[config.mk]
export PLATFORM = sky130hd
export DESIGN_NAME = seq_mult_n
export DESIGN_NICKNAME = d
export VERILOG_FILES = /design/src/rtl/mult_pkg.sv /design/src/rtl/pp_and_row.sv /design/src/rtl/seq_mult_n.sv
export SDC_FILE = /design/constraint.sdc
export NUM_CORES = 1
export LEC_CHECK = 0
export CORE_MARGIN = 2
export CORE_UTILIZATION = 31
export CTS_BUF_LIST = sky130_fd_sc_hd__clkbuf_8
export CTS_CLUSTER_DIAMETER = 40
export DETAILED_ROUTE_END_ITERATION = 7
export SLEW_MARGIN = 20
export SYNTH_ARGS = -nofsm -noshare
export SYNTH_HDL_FRONTEND = slang
export SYNTH_SLANG_ARGS = --single-unit
[constraint.sdc]
create_clock -name clk -period 2.63 [get_ports clk]
set_input_delay 0.526 -clock clk [delete_from_list [all_inputs] [get_ports clk]]
set_output_delay 0.526 -clock clk [all_outputs]
set_load 0.02 [all_outputs]
[src/rtl/mult_pkg.sv]
// Shared types and helpers for the multiplier family.
package mult_pkg;

    // Operand width used when the caller does not override it.
    localparam int unsigned DEFAULT_WIDTH = 4;

    // Controller states.
    typedef enum logic [0:0] {
        StIdle,
        StRun
    } state_e;

    // Product width for a given operand width.
    function automatic int unsigned prod_w(input int unsigned w);
        return 2 * w;
    endfunction

endpackage

[src/rtl/pp_and_row.sv]
// One partial-product row: every multiplicand bit gated by a single multiplier bit.
module pp_and_row #(
    parameter int unsigned WIDTH = 4
) (
    input  logic [WIDTH-1:0] a_i,
    input  logic             b_i,
    output logic [WIDTH-1:0] y_o
);

    // Gate the whole row with the replicated multiplier bit.
    always_comb begin
        y_o = a_i & {WIDTH{b_i}};
    end

endmodule

[src/rtl/seq_mult_n.sv]
// Unsigned shift-add multiplier: one partial-product row accumulated per clock,
// WIDTH clocks per product, with a start/busy/done handshake.
module seq_mult_n
    import mult_pkg::*;
#(
    parameter int unsigned WIDTH = DEFAULT_WIDTH
) (
    input  logic                      clk,
    input  logic                      rst_n,
    input  logic                      start,
    input  logic [WIDTH-1:0]          A,
    input  logic [WIDTH-1:0]          B,
    output logic [prod_w(WIDTH)-1:0]  P,
    output logic                      busy,
    output logic                      done
);

    localparam int unsigned PW    = prod_w(WIDTH);
    localparam int unsigned CNT_W = $clog2(WIDTH + 1);

    state_e           state_q, state_d;
    logic [WIDTH-1:0] a_q, a_d;
    logic [WIDTH-1:0] b_q, b_d;
    logic [PW-1:0]    acc_q, acc_d;
    logic [CNT_W-1:0] cnt_q, cnt_d;
    logic [PW-1:0]    p_q, p_d;
    logic             done_q, done_d;

    logic [WIDTH-1:0] pp;
    logic [PW-1:0]    pp_ext;
    logic [PW-1:0]    acc_sum;

    pp_and_row #(
        .WIDTH (WIDTH)
    ) u_pp_row (
        .a_i (a_q),
        .b_i (b_q[0]),
        .y_o (pp)
    );

    // Weight the current row by its step index; 2*WIDTH bits cannot overflow.
    always_comb begin
        pp_ext  = {{WIDTH{1'b0}}, pp};
        acc_sum = acc_q + (pp_ext << cnt_q);
    end

    // Next-state logic: accept in idle, accumulate and shift in run.
    always_comb begin
        state_d = state_q;
        a_d     = a_q;
        b_d     = b_q;
        acc_d   = acc_q;
        cnt_d   = cnt_q;
        p_d     = p_q;
        done_d  = 1'b0;

        unique case (state_q)
            StIdle: begin
                if (start) begin
                    a_d     = A;
                    b_d     = B;
                    acc_d   = '0;
                    cnt_d   = '0;
                    state_d = StRun;
                end
            end
            StRun: begin
                acc_d = acc_sum;
                b_d   = b_q >> 1;
                cnt_d = cnt_q + 1'b1;
                if (cnt_q == CNT_W'(WIDTH - 1)) begin
                    // Publish the sum including this final step's row.
                    p_d     = acc_sum;
                    done_d  = 1'b1;
                    state_d = StIdle;
                end
            end
            default: state_d = StIdle;
        endcase
    end

    // State registers; reset aborts any operation in flight.
    always_ff @(posedge clk or negedge rst_n) begin
        if (!rst_n) begin
            state_q <= StIdle;
            a_q     <= '0;
            b_q     <= '0;
            acc_q   <= '0;
            cnt_q   <= '0;
            p_q     <= '0;
            done_q  <= 1'b0;
        end else begin
            state_q <= state_d;
            a_q     <= a_d;
            b_q     <= b_d;
            acc_q   <= acc_d;
            cnt_q   <= cnt_d;
            p_q     <= p_d;
            done_q  <= done_d;
        end
    end

    // Outputs come straight from registers.
    always_comb begin
        P    = p_q;
        done = done_q;
        busy = (state_q == StRun);
    end

endmodule

Yosys cells after proc, flatten, opt, wreduce, memory -nomap -nowiden:

Index checks and enable logic that the tools add are counted.
W data, S select, Z words.

* bits in registers: 29
* input port bits: 11
* RAM bits: 0
* bits in read-only memories: 0
* bits in latches: 0
* memories kept: 0
* logic and storage cells: 27
* output and inout port bits: 10

* magnitude comparators: 0
* multiplexer cells: 11
* divide/modulo/power cells: 0
* reduce and logical (&&, ||, !) cells: 2
* $mul: 0
* bitwise gates (word level): 2
* shift-type cells: 1
* eq/ne operators: 2
* $add $sub $neg: 2

Operator list (number)
* $pmux W8 S2: 1
* $add A8 B8 Y8: 1
* $mux W8: 1
* $pmux W4 S2: 1
* $shl A4 B3 Y8: 1
* $pmux W3 S2: 1
* $and A4 B4 Y4: 1
* $mux W1: 4
* $mux W4: 1
* $reduce_and A2 Y1: 2
* $add A3 B1 Y3 const B: 1
* $eq A3 B2 Y1 const B: 1
* $mux W3: 1
* $ne A2 B2 Y1 const B: 1
* $pmux W1 S2: 1
* $not A1 Y1: 1

Logic depth before layout (Yosys ltp):

* depth after elaboration: 4
* mapped depth: 12
* mapped depth without buffers: 11

Hierarchy:

A second synthesis with hierarchy kept.

* cells, all modules: 150
* area total of the unflattened synthesis: 1662.8 sq um

Modules (own cells, without submodules)
* seq_mult_n: area an instance 1637.8 sq um, instances 1, cells each 146, sequential area each 725.7 sq um
* pp_and_row: area an instance 25.0 sq um, instances 1, cells each 4, sequential area each 0.0 sq um

Least setup slack after synthesis:

Ideal clock, no wire load.

* kind: reg-to-reg
* start point: reg cnt_q[0]
* end point: reg p_q[7] (netlist: P[7])
* path buffers: 1
* data arrival time: 2.546 ns
* setup slack: -0.041 ns
* library setup time: 0.125 ns
* data required time: 2.505 ns
* cell stages (with the launch flop): 13
* clock period less this slack: 2.671 ns
* cell sequence: dfrtp_1 -> buf_6 -> nand2b_1 -> or2_2 -> a21oi_1 -> a31o_2 -> and2_1 -> ha_1 -> a21oi_2 -> o21ai_0 -> a21oi_4 -> xnor3_1 -> mux2_4

* word-level cells in the longest chain between the ends: 2
* elaborated cells on any way between the ends: 4
* those cells by class: add/sub: 1; eq/ne: 1; shift: 1; reduce/logical: 1

Ends and longest elaborated chain
* start: declaration: line seq_mult_n.sv:25 `logic [CNT_W-1:0] cnt_q, cnt_d;`
* start signal: assignment: line seq_mult_n.sv:97 `cnt_q <= cnt_d;`
* $shl A4 B3 Y8 / $eq A3 B2 Y1 (equally long branches): line seq_mult_n.sv:44, seq_mult_n.sv:71
* $add A8 B8 Y8 / $reduce_and A2 Y1 (equally long branches)
* end signal: assignment: line seq_mult_n.sv:98 `p_q <= p_d;`
* end: declaration: line seq_mult_n.sv:26 `logic [PW-1:0] p_q, p_d;`

Parallel ways exist; a longest one is shown, timed or not.
A chain may end at the register's enable or synchronous reset.

Worst setup path after layout:

Same ends and word-level chain as after synthesis.

==> run_results.csv <==
group,metric,value,unit
run_status,outcome,"completed",
synth,synthArstFlopShare,1.00,
clock_tree,cts_buffers,5,
pwr,p_comb_frac,0.522,
cells_and_area,drive_gt1_frac,0.290,
floorplanning,core,0.00517,mm²
routing,dr.pass1.iters,4,
worst_hold_path,hold_end,"b_q[0]",
synth,synth.area.top_cells,"dfrtp_1 43%, mux2_2 8.7%, ha_1 6.7%",
worst_setup_path,r2r_start,"cnt_q[0]",
synth,yosysSeqAreaShare,0.432,
global_route,grt_max_degree,30,
worst_hold_path,worstHoldStart,"b_q[1]",
synth,syn-num-nets,171,
global_route,grt_pass1_wl,6600,µm
floorplanning,die-width,77.7,µm
worst_setup_path,rrSetupSlack,0.03,ns
sta,timing.final.hold_violations,0,
synth,yosys.area.top_type,"dfrtp_1",
global_route,grtUsageTotal,0.139,
cells_and_area,antenna_cells,0,
synth,synth_area,0.00168,mm²
synth,synth_edf_count,0,
place,place_ws,-0.0501,ns
pwr,power,2.50,mW
place,port_buffers,20,
pwr,vdd_drop_max,0.470,mV
worst_setup_path,rr_endpoint,"P[7]",
sta,drv_slew,0,
pwr,leakagePower,1.01,nW
worst_setup_path,cp.required,2.80,ns
pwr,power.internal,1.55,mW
global_route,antenna_found_initial,0,
routing,via_count,1307,
clock_tree,root_buffer,"clkbuf_8",
clock_tree,cts_max_level,2,
sta,max_slew_margin,0.729,
sta,min_period,2.60,ns
cells_and_area,layout.nets,206,
synth,synth_seq_cells,29,
clock_tree,insertion_delay,0.28,ns
sta,period_share,0.987,
pwr,p_per_area,1140,mW/mm²
sta,tightest_slew,0.404,ns
pwr,clkPwrFrac,0.160,
routing,drt_iter0_drc,73,
global_route,grt_pass1_vias,1380,
worst_setup_path,worstRegToRegCells,9,
floorplanning,die_h,77.7,µm
cells_and_area,fin_util,0.423,
worst_hold_path,holdCritPathClass,"flip-flop to flip-flop",
synth,ys_dominant_reg_cell,"dfrtp_1",
floorplanning,pin_count,21,
place,dp_hpwl,2910,µm
floorplanning,die_area,0.00603,mm²
synth,avgSynthCellArea,11.2,µm²
synth,synth_cells,150,
synth,synth.distinct_cells,42,
clock_tree,cts_tree,"built",
floorplanning,initial_utilization,0.325,
clock_tree,path_clk_slew,0.06,ns
clock_tree,cts_max_path_buffers,2,
routing,drt-total-wl,3960,µm
pwr,p_sw_frac,0.380,
clock_tree,clock-sinks,29,
global_route,grt_remaining_overflow,0,
sta,holdWs,0.487,ns
worst_hold_path,worstHoldPathCells,2,
flow_run,maxCapViolations,0,
sta,finalWorstSetupSlack,0.0346,ns
worst_setup_path,cp.arrival,2.76,ns
routing,wl_per_cell,15.5,µm
cells_and_area,area_growth,30.1,%
floorplanning,row_count,26,
sta,max_freq,385,MHz
routing,drc,0,
worst_setup_path,crit_fanout,6,
pwr,switchingPower,0.950,mW
sta,setup_tns,0,ns
worst_setup_path,setup.worst_path.class,"flip-flop to flip-flop",
sta,skew,0.00502,ns
synth,ys_warn_count,0,
place,place.gp.congestion,0.924,
routing,via_per_inst,5.11,
worst_setup_path,cp-end-kind,"flip-flop",
synth,synth_top_area_share,0.432,
pwr,seqPwrFrac,0.317,
sta,setup_violations,0,
worst_setup_path,start_kind,"flip-flop",
routing,ant_nets,0,
## area by class of cell
class | count | area, µm²
Multi-Input combinational cell | 112 | 951
Tap cell | 70 | 87.6
Clock buffer | 7 | 96.3
Timing Repair Buffer | 35 | 313
Fill cell | 500 | 2990
Inverter | 2 | 7.51
Sequential cell | 29 | 727
Clock inverter | 1 | 5.00
## cells in the mapped netlist (2+ instances only)
cell / instances
a21oi_2: 2
clkinv_1: 2
o211ai_1: 2
o21ai_0: 5
clkbuf_1: 5
nand2b_1: 5
xor2_1: 3
dfrtp_1: 29
nor2b_1: 3
mux2_2: 13
o31ai_1: 2
xnor2_1: 2
nand2_1: 12
nor2_1: 8
a21oi_1: 4
a21o_1: 2
nand3_1: 4
mux2i_1: 8
a22o_1: 6
ha_1: 9
nor3_1: 3
## repair_timing
action                                  in CTS  in global routing
hold buffers                                 0                  0
gates resized for setup                      2                  8
pin swaps                                    0                 10
cloned                                       0                  0
buffers inserted                             0                  2
endpoints found under the setup margin       2                  4
## how the worst max path moves through the flow
| stage | from | endpoint | cells past startpoint |
|---|---|---|---|
| detailed placement | cnt_q[0] | P[7] | 9 |
| global placement | cnt_q[0] | P[7] | 9 |
| CTS | cnt_q[0] | P[7] | 9 |
| finish | cnt_q[0] | P[7] | 9 |
| global route | cnt_q[0] | P[7] | 9 |
| floorplan | cnt_q[0] | P[7] | 12 |
## cells in the final DEF (no fill, tap or decap), drive strengths merged, types with 2 or more instances in the layout
cell           count
nand2             12
nor2               8
ha                 9
clkbuf             7
buf               15
nor2b              3
mux2i              8
and3               3
a22o               6
xor2               3
clkinv             3
nor3               3
clkdlybuf4s50     20
a21o               2
nand2b             5
dfrtp             29
o31ai              2
o21ai              5
a21oi              7
o211ai             2
mux2              14
nand3              4
xnor2              2
## cell families after synthesis
family	after synthesis	synth area share
multiplexers	23	0.157
XOR/XNOR	6	0.0394
adder cells (fa/ha/maj)	10	0.0789
AO/OA/AOI/OAI	28	0.125
flip-flops	29	0.432
buffers and inverters	9	0.0253
AND/OR/NAND/NOR	45	0.143
## through the flow
step	std cells	instance area, µm²
final	256	2190
after floorplan	150	1680
after global placement	246	2030
after CTS	254	2150
after global routing	256	2190
after detailed placement	246	2030
## worst max-delay path, cell delays in order (launching register included)
cell and delay [ns]:
dfrtp_2 0.45, mux2_4 0.33, o211ai_1 0.25, nor2_1 0.10, ha_1 0.37, a21oi_2 0.22, nand2_2 0.11, a21oi_4 0.18
xnor3_1 0.22, mux2_4 0.26
## sequential cells by signal (all words and copies together) (netlist names)
name and cells:
done 1, cnt_q 3, acc_q 8, busy 1, b_q 4, P 8
a_q 4
## power groups by stage
stage	Sequential (mW)	Combinational (mW)	Clock [mW]
after floorplan	0.804	0.817	0
after detailed placement	0.801	1.25	0
after global routing	0.820	1.44	0.444
after CTS	0.797	1.27	0.415
final	0.794	1.31	0.400
after global placement	0.790	1.20	0
## layer usage
metal	routed length (µm)	track usage	vias up
li1	-	-	618
met1	1740	0.173	668
met2	2080	0.236	15
met3	75	0.0291	6
met4	63	0.0536	0
met5	0	0	-
(Power assumes the default switching activity.)
